--- src/rtl/uart_core_cfg_if.sv ---
// Bus-side bundle of uart_core_cfg: frame configuration, FIFO push/pop and status.
// The master side is the MMIO register slot and the slave side is the UART core.
interface uart_core_cfg_if #(
   parameter int DVSR_WIDTH = 11
);
   logic [DVSR_WIDTH-1:0] dvsr;
   logic [1:0]            data_bits;
   logic                  stop_2;
   logic [1:0]            parity_mode;
   logic                  wr_uart;
   logic [7:0]            wr_data;
   logic                  rd_uart;
   logic                  clr_overrun;
   logic [7:0]            rd_data;
   logic [1:0]            rd_err;
   logic                  tx_full;
   logic                  tx_empty;
   logic                  rx_full;
   logic                  rx_empty;
   logic                  tx_busy;
   logic                  overrun;

   modport master (
      output dvsr, data_bits, stop_2, parity_mode, wr_uart, wr_data, rd_uart, clr_overrun,
      input  rd_data, rd_err, tx_full, tx_empty, rx_full, rx_empty, tx_busy, overrun
   );

   modport slave (
      input  dvsr, data_bits, stop_2, parity_mode, wr_uart, wr_data, rd_uart, clr_overrun,
      output rd_data, rd_err, tx_full, tx_empty, rx_full, rx_empty, tx_busy, overrun
   );
endinterface

--- src/rtl/uart_core_cfg.sv ---
// Runtime-configurable UART: baud tick, TX/RX serialisers and FWFT FIFOs.
// Define UART_PARITY_EN to add the PARITY state and honour parity_mode.
module uart_core_cfg #(
   parameter int DVSR_WIDTH      = 11,
   parameter int FIFO_ADDR_WIDTH = 4,
   parameter int OVRSAMPLING     = 16
) (
   input  logic           clk,
   input  logic           reset,
   uart_core_cfg_if.slave bus,
   input  logic           rx,
   output logic           tx
);
   localparam int DEPTH = 1 << FIFO_ADDR_WIDTH;
   localparam int CW    = $clog2(2 * OVRSAMPLING);
   localparam logic [FIFO_ADDR_WIDTH:0] FULL_CNT = (FIFO_ADDR_WIDTH + 1)'(DEPTH);
   localparam logic [FIFO_ADDR_WIDTH:0] ONE_CNT  = (FIFO_ADDR_WIDTH + 1)'(1);
   localparam logic [CW-1:0] HALF_LAST  = CW'(OVRSAMPLING / 2 - 1);
   localparam logic [CW-1:0] BIT_LAST   = CW'(OVRSAMPLING - 1);
   localparam logic [CW-1:0] STOP2_LAST = CW'(2 * OVRSAMPLING - 1);

   typedef enum logic [2:0] {
      S_IDLE,
      S_START,
      S_DATA,
`ifdef UART_PARITY_EN
      S_PARITY,
`endif
      S_STOP
   } state_t;

   function automatic logic [2:0] last_bit(input logic [1:0] code);
      return 3'd4 + {1'b0, code};
   endfunction

   function automatic logic [7:0] data_mask(input logic [1:0] code);
      return 8'hFF >> (3'd3 - {1'b0, code});
   endfunction

`ifdef UART_PARITY_EN
   function automatic logic parity_on(input logic [1:0] mode);
      return (mode == 2'b01) || (mode == 2'b10);
   endfunction
`else
   logic unused_parity_mode;
   assign unused_parity_mode = ^bus.parity_mode;
`endif

   // ---------------- baud tick ----------------
   logic [DVSR_WIDTH-1:0] baud_cnt;
   logic                  tick;

   // Compare with >= so a divisor lowered below the running count still wraps at once.
   assign tick = (baud_cnt >= bus.dvsr);

   always_ff @(posedge clk) begin
      // NOTE: sequential state is written with non-blocking assignments only, so every register samples pre-edge values.
      if (!reset)    baud_cnt <= '0;
      else if (tick) baud_cnt <= '0;
      else           baud_cnt <= baud_cnt + 1'b1;
   end

   // ---------------- TX FIFO ----------------
   logic [7:0]                 tx_mem [DEPTH];
   logic [FIFO_ADDR_WIDTH-1:0] tx_wptr, tx_rptr;
   logic [FIFO_ADDR_WIDTH:0]   tx_count;
   logic                       tx_pop, tx_do_rd, tx_do_wr;
   logic [7:0]                 tx_head;

   assign tx_do_rd = tx_pop && (tx_count != '0);
   assign tx_do_wr = bus.wr_uart && ((tx_count != FULL_CNT) || tx_do_rd);
   assign tx_head  = tx_mem[tx_rptr];

   // NOTE: FIFO storage is deliberately left without reset; pointers and count alone define which entries are valid.
   always_ff @(posedge clk) if (tx_do_wr) tx_mem[tx_wptr] <= bus.wr_data;

   always_ff @(posedge clk) begin
      if (!reset) begin
         tx_wptr  <= '0;
         tx_rptr  <= '0;
         tx_count <= '0;
      end else begin
         if (tx_do_wr) tx_wptr <= tx_wptr + 1'b1;
         if (tx_do_rd) tx_rptr <= tx_rptr + 1'b1;
         case ({tx_do_wr, tx_do_rd})
            2'b10:   tx_count <= tx_count + 1'b1;
            2'b01:   tx_count <= tx_count - 1'b1;
            default: ;
         endcase
      end
   end

   // ---------------- RX FIFO: entry = {frame_err, parity_err, data} ----------------
   logic [9:0]                 rx_mem [DEPTH];
   logic [FIFO_ADDR_WIDTH-1:0] rx_wptr, rx_rptr;
   logic [FIFO_ADDR_WIDTH:0]   rx_count;
   logic                       rx_push, rx_do_rd, rx_do_wr;
   logic [9:0]                 rx_entry, rx_head;

   assign rx_do_rd = bus.rd_uart && (rx_count != '0);
   assign rx_do_wr = rx_push && ((rx_count != FULL_CNT) || rx_do_rd);
   assign rx_head  = rx_mem[rx_rptr];

   always_ff @(posedge clk) if (rx_do_wr) rx_mem[rx_wptr] <= rx_entry;

   always_ff @(posedge clk) begin
      if (!reset) begin
         rx_wptr  <= '0;
         rx_rptr  <= '0;
         rx_count <= '0;
      end else begin
         if (rx_do_wr) rx_wptr <= rx_wptr + 1'b1;
         if (rx_do_rd) rx_rptr <= rx_rptr + 1'b1;
         case ({rx_do_wr, rx_do_rd})
            2'b10:   rx_count <= rx_count + 1'b1;
            2'b01:   rx_count <= rx_count - 1'b1;
            default: ;
         endcase
      end
   end

   // ---------------- TX serialiser ----------------
   state_t        tx_state, tx_state_n;
   logic [CW-1:0] tx_tcnt, tx_tcnt_n;
   logic [2:0]    tx_bcnt, tx_bcnt_n;
   logic [7:0]    tx_shreg, tx_shreg_n;
   logic [1:0]    tx_bits, tx_bits_n;
   logic          tx_stop2, tx_stop2_n;
   logic          tx_line, tx_line_n;
   logic          tx_load_cfg;
`ifdef UART_PARITY_EN
   logic [1:0]    tx_pmode, tx_pmode_n;
   logic          tx_par, tx_par_n;
`endif

   always_ff @(posedge clk) begin
      if (!reset) begin
         tx_state <= S_IDLE;
         tx_tcnt  <= '0;
         tx_bcnt  <= '0;
         tx_shreg <= '0;
         tx_bits  <= '0;
         tx_stop2 <= 1'b0;
         tx_line  <= 1'b1;
`ifdef UART_PARITY_EN
         tx_pmode <= '0;
         tx_par   <= 1'b0;
`endif
      end else begin
         tx_state <= tx_state_n;
         tx_tcnt  <= tx_tcnt_n;
         tx_bcnt  <= tx_bcnt_n;
         tx_shreg <= tx_shreg_n;
         tx_bits  <= tx_bits_n;
         tx_stop2 <= tx_stop2_n;
         tx_line  <= tx_line_n;
`ifdef UART_PARITY_EN
         tx_pmode <= tx_pmode_n;
         tx_par   <= tx_par_n;
`endif
      end
   end

   always_comb begin
      // NOTE: every signal driven here gets a default first, so no path through the case can infer a latch.
      tx_state_n  = tx_state;
      tx_tcnt_n   = tx_tcnt;
      tx_bcnt_n   = tx_bcnt;
      tx_shreg_n  = tx_shreg;
      tx_bits_n   = tx_bits;
      tx_stop2_n  = tx_stop2;
      tx_load_cfg = 1'b0;
      tx_pop      = 1'b0;
`ifdef UART_PARITY_EN
      tx_pmode_n  = tx_pmode;
      tx_par_n    = tx_par;
`endif
      case (tx_state)
         S_IDLE: begin
            if (tx_count != '0) begin
               tx_state_n  = S_START;
               tx_tcnt_n   = '0;
               tx_load_cfg = 1'b1;
            end
         end
         S_START: begin
            if (tick) begin
               if (tx_tcnt == BIT_LAST) begin
                  tx_state_n = S_DATA;
                  tx_tcnt_n  = '0;
                  tx_bcnt_n  = '0;
                  tx_shreg_n = tx_head & data_mask(tx_bits);
`ifdef UART_PARITY_EN
                  tx_par_n   = (^(tx_head & data_mask(tx_bits))) ^ (tx_pmode == 2'b10);
`endif
               end else begin
                  tx_tcnt_n = tx_tcnt + 1'b1;
               end
            end
         end
         S_DATA: begin
            if (tick) begin
               if (tx_tcnt == BIT_LAST) begin
                  tx_tcnt_n = '0;
                  if (tx_bcnt == last_bit(tx_bits)) begin
`ifdef UART_PARITY_EN
                     tx_state_n = parity_on(tx_pmode) ? S_PARITY : S_STOP;
`else
                     tx_state_n = S_STOP;
`endif
                  end else begin
                     tx_bcnt_n  = tx_bcnt + 1'b1;
                     tx_shreg_n = tx_shreg >> 1;
                  end
               end else begin
                  tx_tcnt_n = tx_tcnt + 1'b1;
               end
            end
         end
`ifdef UART_PARITY_EN
         S_PARITY: begin
            if (tick) begin
               if (tx_tcnt == BIT_LAST) begin
                  tx_state_n = S_STOP;
                  tx_tcnt_n  = '0;
               end else begin
                  tx_tcnt_n = tx_tcnt + 1'b1;
               end
            end
         end
`endif
         S_STOP: begin
            if (tick) begin
               if (tx_tcnt == (tx_stop2 ? STOP2_LAST : BIT_LAST)) begin
                  tx_pop    = 1'b1;
                  tx_tcnt_n = '0;
                  // A second queued byte starts straight away, with no idle clk between frames.
                  if (tx_count != ONE_CNT) begin
                     tx_state_n  = S_START;
                     tx_load_cfg = 1'b1;
                  end else begin
                     tx_state_n = S_IDLE;
                  end
               end else begin
                  tx_tcnt_n = tx_tcnt + 1'b1;
               end
            end
         end
         default: tx_state_n = S_IDLE;
      endcase

      if (tx_load_cfg) begin
         tx_bits_n  = bus.data_bits;
         tx_stop2_n = bus.stop_2;
`ifdef UART_PARITY_EN
         tx_pmode_n = bus.parity_mode;
`endif
      end

      // Line level is registered from the next state so tx never glitches.
      case (tx_state_n)
         S_START:  tx_line_n = 1'b0;
         S_DATA:   tx_line_n = tx_shreg_n[0];
`ifdef UART_PARITY_EN
         S_PARITY: tx_line_n = tx_par_n;
`endif
         default:  tx_line_n = 1'b1;
      endcase
   end

   assign tx = tx_line;

   // ---------------- RX deserialiser ----------------
   state_t        rx_state, rx_state_n;
   logic [CW-1:0] rx_tcnt, rx_tcnt_n;
   logic [2:0]    rx_bcnt, rx_bcnt_n;
   logic [7:0]    rx_data, rx_data_n;
   logic [1:0]    rx_bits, rx_bits_n;
   logic          rx_perr_bit;
`ifdef UART_PARITY_EN
   logic [1:0]    rx_pmode, rx_pmode_n;
   logic          rx_perr, rx_perr_n;

   assign rx_perr_bit = rx_perr;
`else
   assign rx_perr_bit = 1'b0;
`endif

   always_ff @(posedge clk) begin
      if (!reset) begin
         rx_state <= S_IDLE;
         rx_tcnt  <= '0;
         rx_bcnt  <= '0;
         rx_data  <= '0;
         rx_bits  <= '0;
`ifdef UART_PARITY_EN
         rx_pmode <= '0;
         rx_perr  <= 1'b0;
`endif
      end else begin
         rx_state <= rx_state_n;
         rx_tcnt  <= rx_tcnt_n;
         rx_bcnt  <= rx_bcnt_n;
         rx_data  <= rx_data_n;
         rx_bits  <= rx_bits_n;
`ifdef UART_PARITY_EN
         rx_pmode <= rx_pmode_n;
         rx_perr  <= rx_perr_n;
`endif
      end
   end

   always_comb begin
      rx_state_n = rx_state;
      rx_tcnt_n  = rx_tcnt;
      rx_bcnt_n  = rx_bcnt;
      rx_data_n  = rx_data;
      rx_bits_n  = rx_bits;
      rx_push    = 1'b0;
      rx_entry   = {~rx, rx_perr_bit, rx_data};
`ifdef UART_PARITY_EN
      rx_pmode_n = rx_pmode;
      rx_perr_n  = rx_perr;
`endif
      case (rx_state)
         S_IDLE: begin
            if (!rx) begin
               rx_state_n = S_START;
               rx_tcnt_n  = '0;
            end
         end
         S_START: begin
            if (tick) begin
               if (rx_tcnt == HALF_LAST) begin
                  rx_tcnt_n = '0;
                  if (!rx) begin
                     rx_state_n = S_DATA;
                     rx_bcnt_n  = '0;
                     rx_data_n  = '0;
                     rx_bits_n  = bus.data_bits;
`ifdef UART_PARITY_EN
                     rx_pmode_n = bus.parity_mode;
                     rx_perr_n  = 1'b0;
`endif
                  end else begin
                     rx_state_n = S_IDLE;
                  end
               end else begin
                  rx_tcnt_n = rx_tcnt + 1'b1;
               end
            end
         end
         S_DATA: begin
            if (tick) begin
               if (rx_tcnt == BIT_LAST) begin
                  rx_tcnt_n           = '0;
                  rx_data_n[rx_bcnt]  = rx;
                  if (rx_bcnt == last_bit(rx_bits)) begin
`ifdef UART_PARITY_EN
                     rx_state_n = parity_on(rx_pmode) ? S_PARITY : S_STOP;
`else
                     rx_state_n = S_STOP;
`endif
                  end else begin
                     rx_bcnt_n = rx_bcnt + 1'b1;
                  end
               end else begin
                  rx_tcnt_n = rx_tcnt + 1'b1;
               end
            end
         end
`ifdef UART_PARITY_EN
         S_PARITY: begin
            if (tick) begin
               if (rx_tcnt == BIT_LAST) begin
                  rx_state_n = S_STOP;
                  rx_tcnt_n  = '0;
                  rx_perr_n  = rx ^ (^rx_data) ^ (rx_pmode == 2'b10);
               end else begin
                  rx_tcnt_n = rx_tcnt + 1'b1;
               end
            end
         end
`endif
         S_STOP: begin
            if (tick) begin
               if (rx_tcnt == BIT_LAST) begin
                  rx_state_n = S_IDLE;
                  rx_tcnt_n  = '0;
                  rx_push    = 1'b1;
               end else begin
                  rx_tcnt_n = rx_tcnt + 1'b1;
               end
            end
         end
         default: rx_state_n = S_IDLE;
      endcase
   end

   // ---------------- status ----------------
   logic overrun_q;

   // Setting wins over a same-clk clear so a lost frame is never hidden.
   always_ff @(posedge clk) begin
      if (!reset)                     overrun_q <= 1'b0;
      else if (rx_push && !rx_do_wr)  overrun_q <= 1'b1;
      else if (bus.clr_overrun)       overrun_q <= 1'b0;
   end

   assign bus.tx_full  = (tx_count == FULL_CNT);
   assign bus.tx_empty = (tx_count == '0);
   assign bus.rx_full  = (rx_count == FULL_CNT);
   assign bus.rx_empty = (rx_count == '0);
   assign bus.tx_busy  = (tx_state != S_IDLE);
   assign bus.overrun  = overrun_q;
   assign bus.rd_data  = bus.rx_empty ? 8'h00 : rx_head[7:0];
   assign bus.rd_err   = bus.rx_empty ? 2'b00 : rx_head[9:8];
endmodule

--- src/flat_wrapper.sv ---
// flat-port wrapper written by rule: the top's interface ports become plain ports
module uart_core_cfg_flat 
#(
   parameter int DVSR_WIDTH      = 11,
   parameter int FIFO_ADDR_WIDTH = 4,
   parameter int OVRSAMPLING     = 16
)
  (clk, reset, rx, tx, bus_dvsr, bus_data_bits, bus_stop_2, bus_parity_mode, bus_wr_uart, bus_wr_data, bus_rd_uart, bus_clr_overrun, bus_rd_data, bus_rd_err, bus_tx_full, bus_tx_empty, bus_rx_full, bus_rx_empty, bus_tx_busy, bus_overrun);
  uart_core_cfg_if #(.DVSR_WIDTH(DVSR_WIDTH)) bus_i ();
  input  logic clk;
  input  logic reset;
  input  logic rx;
  output logic tx;
  input wire logic [$bits(bus_i.dvsr)-1:0] bus_dvsr;
  input wire logic [$bits(bus_i.data_bits)-1:0] bus_data_bits;
  input wire logic [$bits(bus_i.stop_2)-1:0] bus_stop_2;
  input wire logic [$bits(bus_i.parity_mode)-1:0] bus_parity_mode;
  input wire logic [$bits(bus_i.wr_uart)-1:0] bus_wr_uart;
  input wire logic [$bits(bus_i.wr_data)-1:0] bus_wr_data;
  input wire logic [$bits(bus_i.rd_uart)-1:0] bus_rd_uart;
  input wire logic [$bits(bus_i.clr_overrun)-1:0] bus_clr_overrun;
  output wire logic [$bits(bus_i.rd_data)-1:0] bus_rd_data;
  output wire logic [$bits(bus_i.rd_err)-1:0] bus_rd_err;
  output wire logic [$bits(bus_i.tx_full)-1:0] bus_tx_full;
  output wire logic [$bits(bus_i.tx_empty)-1:0] bus_tx_empty;
  output wire logic [$bits(bus_i.rx_full)-1:0] bus_rx_full;
  output wire logic [$bits(bus_i.rx_empty)-1:0] bus_rx_empty;
  output wire logic [$bits(bus_i.tx_busy)-1:0] bus_tx_busy;
  output wire logic [$bits(bus_i.overrun)-1:0] bus_overrun;
  assign bus_i.dvsr = bus_dvsr;
  assign bus_i.data_bits = bus_data_bits;
  assign bus_i.stop_2 = bus_stop_2;
  assign bus_i.parity_mode = bus_parity_mode;
  assign bus_i.wr_uart = bus_wr_uart;
  assign bus_i.wr_data = bus_wr_data;
  assign bus_i.rd_uart = bus_rd_uart;
  assign bus_i.clr_overrun = bus_clr_overrun;
  assign bus_rd_data = bus_i.rd_data;
  assign bus_rd_err = bus_i.rd_err;
  assign bus_tx_full = bus_i.tx_full;
  assign bus_tx_empty = bus_i.tx_empty;
  assign bus_rx_full = bus_i.rx_full;
  assign bus_rx_empty = bus_i.rx_empty;
  assign bus_tx_busy = bus_i.tx_busy;
  assign bus_overrun = bus_i.overrun;
  uart_core_cfg #(.DVSR_WIDTH(DVSR_WIDTH), .FIFO_ADDR_WIDTH(FIFO_ADDR_WIDTH), .OVRSAMPLING(OVRSAMPLING)) u_core (.clk(clk), .reset(reset), .bus(bus_i), .rx(rx), .tx(tx));
endmodule
--- config.mk ---
export PLATFORM = sky130hd
export DESIGN_NAME = uart_core_cfg_flat
export DESIGN_NICKNAME = d
export VERILOG_FILES = /design/src/rtl/uart_core_cfg_if.sv /design/src/rtl/uart_core_cfg.sv /design/src/flat_wrapper.sv
export SDC_FILE = /design/constraint.sdc
export NUM_CORES = 1
export LEC_CHECK = 0
export ABC_AREA = 1
export BUFFER_PORTS_ARGS = -buffer_cell sky130_fd_sc_hd__buf_4
export CAP_MARGIN = 20
export CORE_ASPECT_RATIO = 1.1
export CORE_MARGIN = 2
export CORE_UTILIZATION = 62
export DETAILED_ROUTE_END_ITERATION = 8
export PLACE_DENSITY = 0.88
export SLEW_MARGIN = 20
export SYNTH_ARGS = -nofsm -noshare
export SYNTH_HDL_FRONTEND = slang
export SYNTH_SLANG_ARGS = --single-unit
export TNS_END_PERCENT = 50
--- constraint.sdc ---
create_clock -name clk -period 4 [get_ports clk]
set_clock_uncertainty 0.05 [all_clocks]
set_input_delay 0.4 -clock clk [delete_from_list [all_inputs] [get_ports clk]]
set_output_delay 0.4 -clock clk [all_outputs]
set_load 0.01 [all_outputs]
== After elaboration in Yosys (flattened, before gate mapping) ==
Memory sizes are Yosys's and may differ from the RTL's. A register that Yosys moved wholly into a read port is not among the register bits.
Cells that the tools add are included.
Word-level totals
  register bits after elaboration: 82
  RAM bits: 272
  input bits: 30
  output and inout bits: 17
  logic and storage cells: 208
  memories kept: 2
Memories
  u_core.rx_mem: words 16, width 9, read ports 1, clocked after memory_dff 1, write ports 1, line uart_core_cfg.sv:94  | logic [9:0] rx_mem [DEPTH];
  u_core.tx_mem: words 16, width 8, read ports 1, clocked after memory_dff 1, write ports 1, line uart_core_cfg.sv:64  | logic [7:0] tx_mem [DEPTH];
Cells by class
  $add $sub $neg: 16
  $lt $le $gt $ge: 3
  equal/unequal tests: 42
  shift-type cells: 1
  multiplexer cells: 87
  bitwise logic cells: 3
  reductions and logical operators: 33
Operators by type and width (number)
  $mux W8: 11
  $mux W3: 27
  $mux W5: 11
  $pmux W8 S2: 2
  $ne A2 B1 Y1 const B: 15
  $pmux W5 S3: 2
  $pmux W3 S4: 2
  $add A5 B1 Y5 const B: 4
  $pmux W5 S2: 2
  $mux W1: 18
  $add A4 B1 Y4 const B: 4
  $mux W4: 4
  $eq A3 B2 Y1 const B: 5
  $pmux W3 S2: 2
  $reduce_and A4 Y1: 3
  $reduce_and A6 Y1: 2
  $add A11 B1 Y11 const B: 1
  $ge A11 B11 Y1: 1
  $eq A5 B4 Y1 const B: 2
  $eq A5 B5 Y1 const B: 2
  $logic_not A5 Y1: 2
  $ne A5 B5 Y1 const B: 2
  $reduce_bool A2 Y1: 5
  $reduce_bool A5 Y1: 2
  other kinds (29): 54

== Logic depth before layout (Yosys ltp) ==
  word-level depth: 10
  gate-level depth with buffers: 21
  gate-level depth less buffers: 21

== Worst setup path before layout ==
Ideal clock, no wire load.
  kind: input-to-reg
  from: input bus_dvsr[4]
  to: register u_core.rx_count[4]
  setup time: 0.070 ns
  data arrival time: 2.936 ns
  data required time: 3.880 ns
  setup slack: 0.944 ns
  cell stages on the path: 21
  buffers on the path: 0
  cell sequence: inv_1 -> ha_1 -> nand2_1 -> inv_1 -> nand2_2 -> nor2_1 -> nand2_2 -> nand3_4 -> nand2_4 -> nor3_4 -> inv_2 -> ha_1 -> xor2_1 -> ha_1 -> a21o_1 -> nand2_1 -> nand2_1 -> a21oi_1 -> xor2_1 -> nand2_1 -> a21oi_1
On the way
  word-level cells in the longest chain between the ends: 6
RTL lines
  from (decl): line flat_wrapper.sv:14  | input wire logic [$bits(bus_i.dvsr)-1:0] bus_dvsr;
  $ge A11 B11 Y1 (*): line uart_core_cfg.sv:54  | assign tick = (baud_cnt >= bus.dvsr);
  $mux W1 (*): line uart_core_cfg.sv:386  | if (tick) begin
  $mux W1 (*): line uart_core_cfg.sv:325  | case (rx_state)
  $logic_and A1 B1 Y1 (*): line uart_core_cfg.sv:101  | assign rx_do_wr = rx_push && ((rx_count != FULL_CNT) || rx_do_rd);
  $eq A2 B1 Y1 / $eq A2 B2 Y1 (equally long branches): line uart_core_cfg.sv:114  | case ({rx_do_wr, rx_do_rd})
  $pmux W5 S2 / $reduce_bool A2 Y1 (equally long branches)
  to (signal assigned): line uart_core_cfg.sv:115  | 2'b10: rx_count <= rx_count + 1'b1;
  to (signal assigned): line uart_core_cfg.sv:116  | 2'b01: rx_count <= rx_count - 1'b1;
  to (decl): line uart_core_cfg.sv:96  | logic [FIFO_ADDR_WIDTH:0] rx_count;
Mark *: on every way between the ends. The rest lies on a longest branch, timed or not.
A chain may end at the register's enable or synchronous reset.

==> impl_summary.txt <==
----------------------------------------------------
[Logic synthesis]
  Cell taking the most area after synthesis ... sky130_fd_sc_hd__edfxtp_1
  Largest family of logic cells by synthesized area ... simple AND/OR/NAND/NOR gates
  Largest cells by area after synthesis ... sky130_fd_sc_hd__edfxtp_1 52%, sky130_fd_sc_hd__dfxtp_1 11%, sky130_fd_sc_hd__nor2_1 5.9%
  Xor-xnor portion of the synthesized cell area ... 0.0111
  Number of synthesized flops with an enable pin ... between 200 and 300
  Syn. warnings ... 0
  Synth Flop Type ... sky130_fd_sc_hd__edfxtp_1
  Post-synthesis adder-cell area fraction ... 0.0302
  Synth Area in Compound Gates ... 0.117
  Most used standard cell by instance count after synthesis ... sky130_fd_sc_hd__edfxtp_1
  Simple-gate portion of the synthesized area ... 0.166
  Ranking of synthesized cells by instance count ... 272 x sky130_fd_sc_hd__edfxtp_1, 248 x sky130_fd_sc_hd__nor2_1, 181 x sky130_fd_sc_hd__nand2_1
  Fraction of synthesis flops using an asynchronous set or reset pin ... 0
  Number of register bits inferred by synthesis ... 361
  Cells after Synth ... 1507
  Post-synthesis sequential area ratio ... 0.632
  Portion of synthesized cell area occupied by the leading cell type ... 0.519
  Number of unique standard cell types used by synthesis ... between 40 and 50
  Proportion of synthesized area in mux cells ... 0
  Mean instance size in the synthesized netlist ... approximately 10 um2
  Total standard cell area after synthesis ... about 0.016 mm2

[Placed design]
  Half-perimeter wire length after detailed placement ... between 20000 and 25000 um
  Count of port buffers added during placement ... 43
  Last weighted congestion value of the routability-driven placer ... around 0.83

[Clocking]
  Post-CTS Hold Fix Bufs ... 0
  TritonCTS clock tree ... done
  Clock latency on the worst-skew pair ... 0.52 ns
  Clock buffer count from CTS ... 35
  Number of gates given a new drive strength after cts ... 0
  Clock Root Buffer ... sky130_fd_sc_hd__clkbuf_16
  Number of setup buffers added after CTS ... 0
  H-Tree Depth ... 2
  Clk buf depth ... 3
  CTS sink count ... 361
  Clock transition time at the flip-flop clock pins of the worst setup and hold paths ... around 0.060 ns

[Power and ir drop]
  Lkg Pwr ... between 0.006 and 0.007 uW
  Power per cell area ... between 500 and 600 mW/mm2
  Peak supply drop ... ~520 uV

[Floorplanning]
  Starting utilization of the core area ... 0.627
  I/O pins ... 47
  Core area ... about 0.025 mm2
  Die ar. ... ~0.027 mm2
  Die W ... approximately 160 um
  Number of cell rows ... roughly 60
  Overall die height ... between 150 and 200 um

[GRT]
  First-pass GRT wire length ... 55100 um
  Maximum number of pins on one net before global-route repair ... 73
  Total Routing Usage GR ... 0.262
  Number of global-route vias before repair ... around 11000
  Number of antenna violations at the first check in global routing ... 0
  Global-route congestion overflow total ... 0

[Routing]
  Iteration-0 DRC count of the detailed router ... 1145
  DRC errors left ... 0
  Vias per inst ... 5.98
  Total number of vias ... 11300
  Total Wirelength ... 34600 um
  Average wire length per cell after detail routing ... between 15 and 20 um
  Number of routed nets with antenna violations ... 0
  Number of detailed-routing iterations run before antenna repair ... 7

[Worst setup path]
  Category of the worst setup path capture point ... output port
  CP Launch Type ... flop
  Required time worst endpoint ... roughly 3.6 ns
  Maximum fanout encountered on the critical timing path ... 32
  Arrival time of the worst setup path ... roughly 3 ns
  CP Class ... reg2out

[Outcome]
  Outcome ... completed

[Timing]
  Worst slew margin relative to its limit ... 0.337
  Number of failing setup endpoints in the final timing report ... 0
  Min Tclk post-route ... approximately 3.4 ns
  Highest achievable clock rate ... 295 MHz
  Count of final max-slew check failures ... 0
  Worst slew pin tran ... 0.994 ns
  Setup TNS ... 0 ns
  Final cycle utilization of the critical path ... 0.848
  Final-report hold violation count ... 0
  Unrepaired setup endpoints after global routing ... no

[Final layout]
  Layout cell share with drive strength beyond 1 ... 0.116
  # fillers ... 1619
  Final Net Count ... 1620
  Antenna Cells ... 0
  Layout Utilization ... 0.698
  Growth of design area from synthesis to finish ... 11.3%

[Job]
  Maximum Capacitance Violations ... 0

[Min path]
  Tightest Hold Check Type ... in2reg

----------------------------------------------------
[metal layers]
metal / vias up / track usage / part of all wire
li1: 5347 / - / -
met1: 5382 / 0.316 / 0.38
met2: 475 / 0.469 / 0.52
met3: 101 / 0.0355 / 0.067
met4: 0 / 0.121 / 0.039
met5: - / 0 / 0
[power by group]
part | switching, uW | total (uW) | internal [uW]
logic | 1160 | 1790 | 622
registers | 85.7 | 4190 | 4100
clock network | 1350 | 3200 | 1850
[cells in the final DEF (no fill, tap or decap), types with 3 or more instances in the layout]
| cell type | n |
|---|---|
| sky130_fd_sc_hd__nand3b_1 | 4 |
| sky130_fd_sc_hd__nand2_2 | 6 |
| sky130_fd_sc_hd__clkinv_2 | 8 |
| sky130_fd_sc_hd__clkbuf_1 | 6 |
| sky130_fd_sc_hd__nor2_4 | 5 |
| sky130_fd_sc_hd__nand2_4 | 9 |
| sky130_fd_sc_hd__a211oi_1 | 3 |
| sky130_fd_sc_hd__nand2_1 | 181 |
| sky130_fd_sc_hd__xor2_1 | 16 |
| sky130_fd_sc_hd__ha_1 | 38 |
| sky130_fd_sc_hd__or2_2 | 10 |
| sky130_fd_sc_hd__dfxtp_1 | 87 |
| sky130_fd_sc_hd__o22ai_1 | 28 |
| sky130_fd_sc_hd__xnor2_1 | 4 |
| sky130_fd_sc_hd__nor2_2 | 6 |
| sky130_fd_sc_hd__inv_2 | 10 |
| sky130_fd_sc_hd__o221ai_1 | 27 |
| sky130_fd_sc_hd__buf_4 | 71 |
| sky130_fd_sc_hd__edfxtp_1 | 272 |
| sky130_fd_sc_hd__nand4_1 | 14 |
| sky130_fd_sc_hd__nor3b_1 | 3 |
| sky130_fd_sc_hd__nor3_1 | 10 |
| sky130_fd_sc_hd__o211ai_1 | 9 |
| sky130_fd_sc_hd__nand3_1 | 80 |
| sky130_fd_sc_hd__clkinv_1 | 5 |
| sky130_fd_sc_hd__clkbuf_16 | 36 |
| sky130_fd_sc_hd__inv_1 | 97 |
| sky130_fd_sc_hd__nor2_1 | 248 |
| sky130_fd_sc_hd__a21oi_1 | 74 |
| sky130_fd_sc_hd__o21ai_0 | 178 |
| sky130_fd_sc_hd__clkbuf_8 | 3 |
[per-stage QoR]
stage / instances / area, um2 / worst slack (ns) / hold WS [ns] / power [uW]
2_1_floorplan: 1508 / 15800 / 0.944 / 0.373 / 5450
3_3_place_gp: 1830 / 16400 / 0.630 / 0.383 / 5940
3_5_place_dp: 1830 / 16400 / 0.491 / 0.401 / 6020
4_1_cts: 1892 / 17500 / 0.628 / 0.0590 / 9200
5_1_grt: 1892 / 17500 / 0.299 / 0.0891 / 9550
6_report: 1892 / 17500 / 0.608 / 0.0744 / 9170
[registers in the layout (all words and copies together), names as in the netlist, 3 cells and up, named ones only]
| signal | flops |
|---|---|
| u_core.rx_data | 8 |
| u_core.rx_mem | 144 |
| u_core.rx_tcnt | 5 |
| u_core.tx_state | 3 |
| u_core.tx_tcnt | 5 |
| u_core.baud_cnt | 11 |
| u_core.tx_count | 5 |
| u_core.rx_bcnt | 3 |
| u_core.tx_bcnt | 3 |
| u_core.tx_mem | 128 |
| u_core.rx_wptr | 4 |
| u_core.tx_wptr | 4 |
| u_core.tx_shreg | 8 |
| u_core.tx_rptr | 4 |
| u_core.rx_count | 5 |
| u_core.rx_rptr | 4 |
[worst paths after layout]
| kind | start | to | slack, ns | cells after the start |
|---|---|---|---|---|
| worst max-delay path | flop | bus_rd_data[4] | 0.61 | 7 |
| worst min-delay path | bus_clr_overrun | u_core.bus.overrun | 0.07 | 4 |
| worst max register to register | u_core.baud_cnt[10] | u_core.rx_count[4] | 0.68 | 20 |
| worst min register to register | u_core.tx_count[4] | u_core.tx_count[4] | 0.41 | 1 |
[logic make-up after synthesis]
logic type | Yosys count
AND/OR/NAND/NOR | 584
flip-flops | 361
AO/OA/AOI/OAI | 328
adder cells (fa/ha/maj) | 38
buffers and inverters | 175
XOR/XNOR | 20
other | 1
[cell type report]
cell class	instances	area (um2)	area share
clock inverter	17	161	0.00920
inverter	111	424	0.0242
tap	315	394	0.0225
timing repair buffer	71	533	0.0304
multi-input combinational	972	5110	0.291
sequential	361	9950	0.568
clock buffer	45	965	0.0550
[worst max-delay path, stage by stage (launching register included)]
cell                       delay [ns]
sky130_fd_sc_hd__dfxtp_2         0.32
sky130_fd_sc_hd__clkinv_1        0.66
sky130_fd_sc_hd__buf_4           0.50
sky130_fd_sc_hd__o21ai_0         0.20
sky130_fd_sc_hd__o22ai_1         0.12
sky130_fd_sc_hd__o21ai_0         0.33
sky130_fd_sc_hd__a21oi_1         0.11
sky130_fd_sc_hd__buf_4           0.16
No activity file was read; power rests on OpenSTA's default activity.
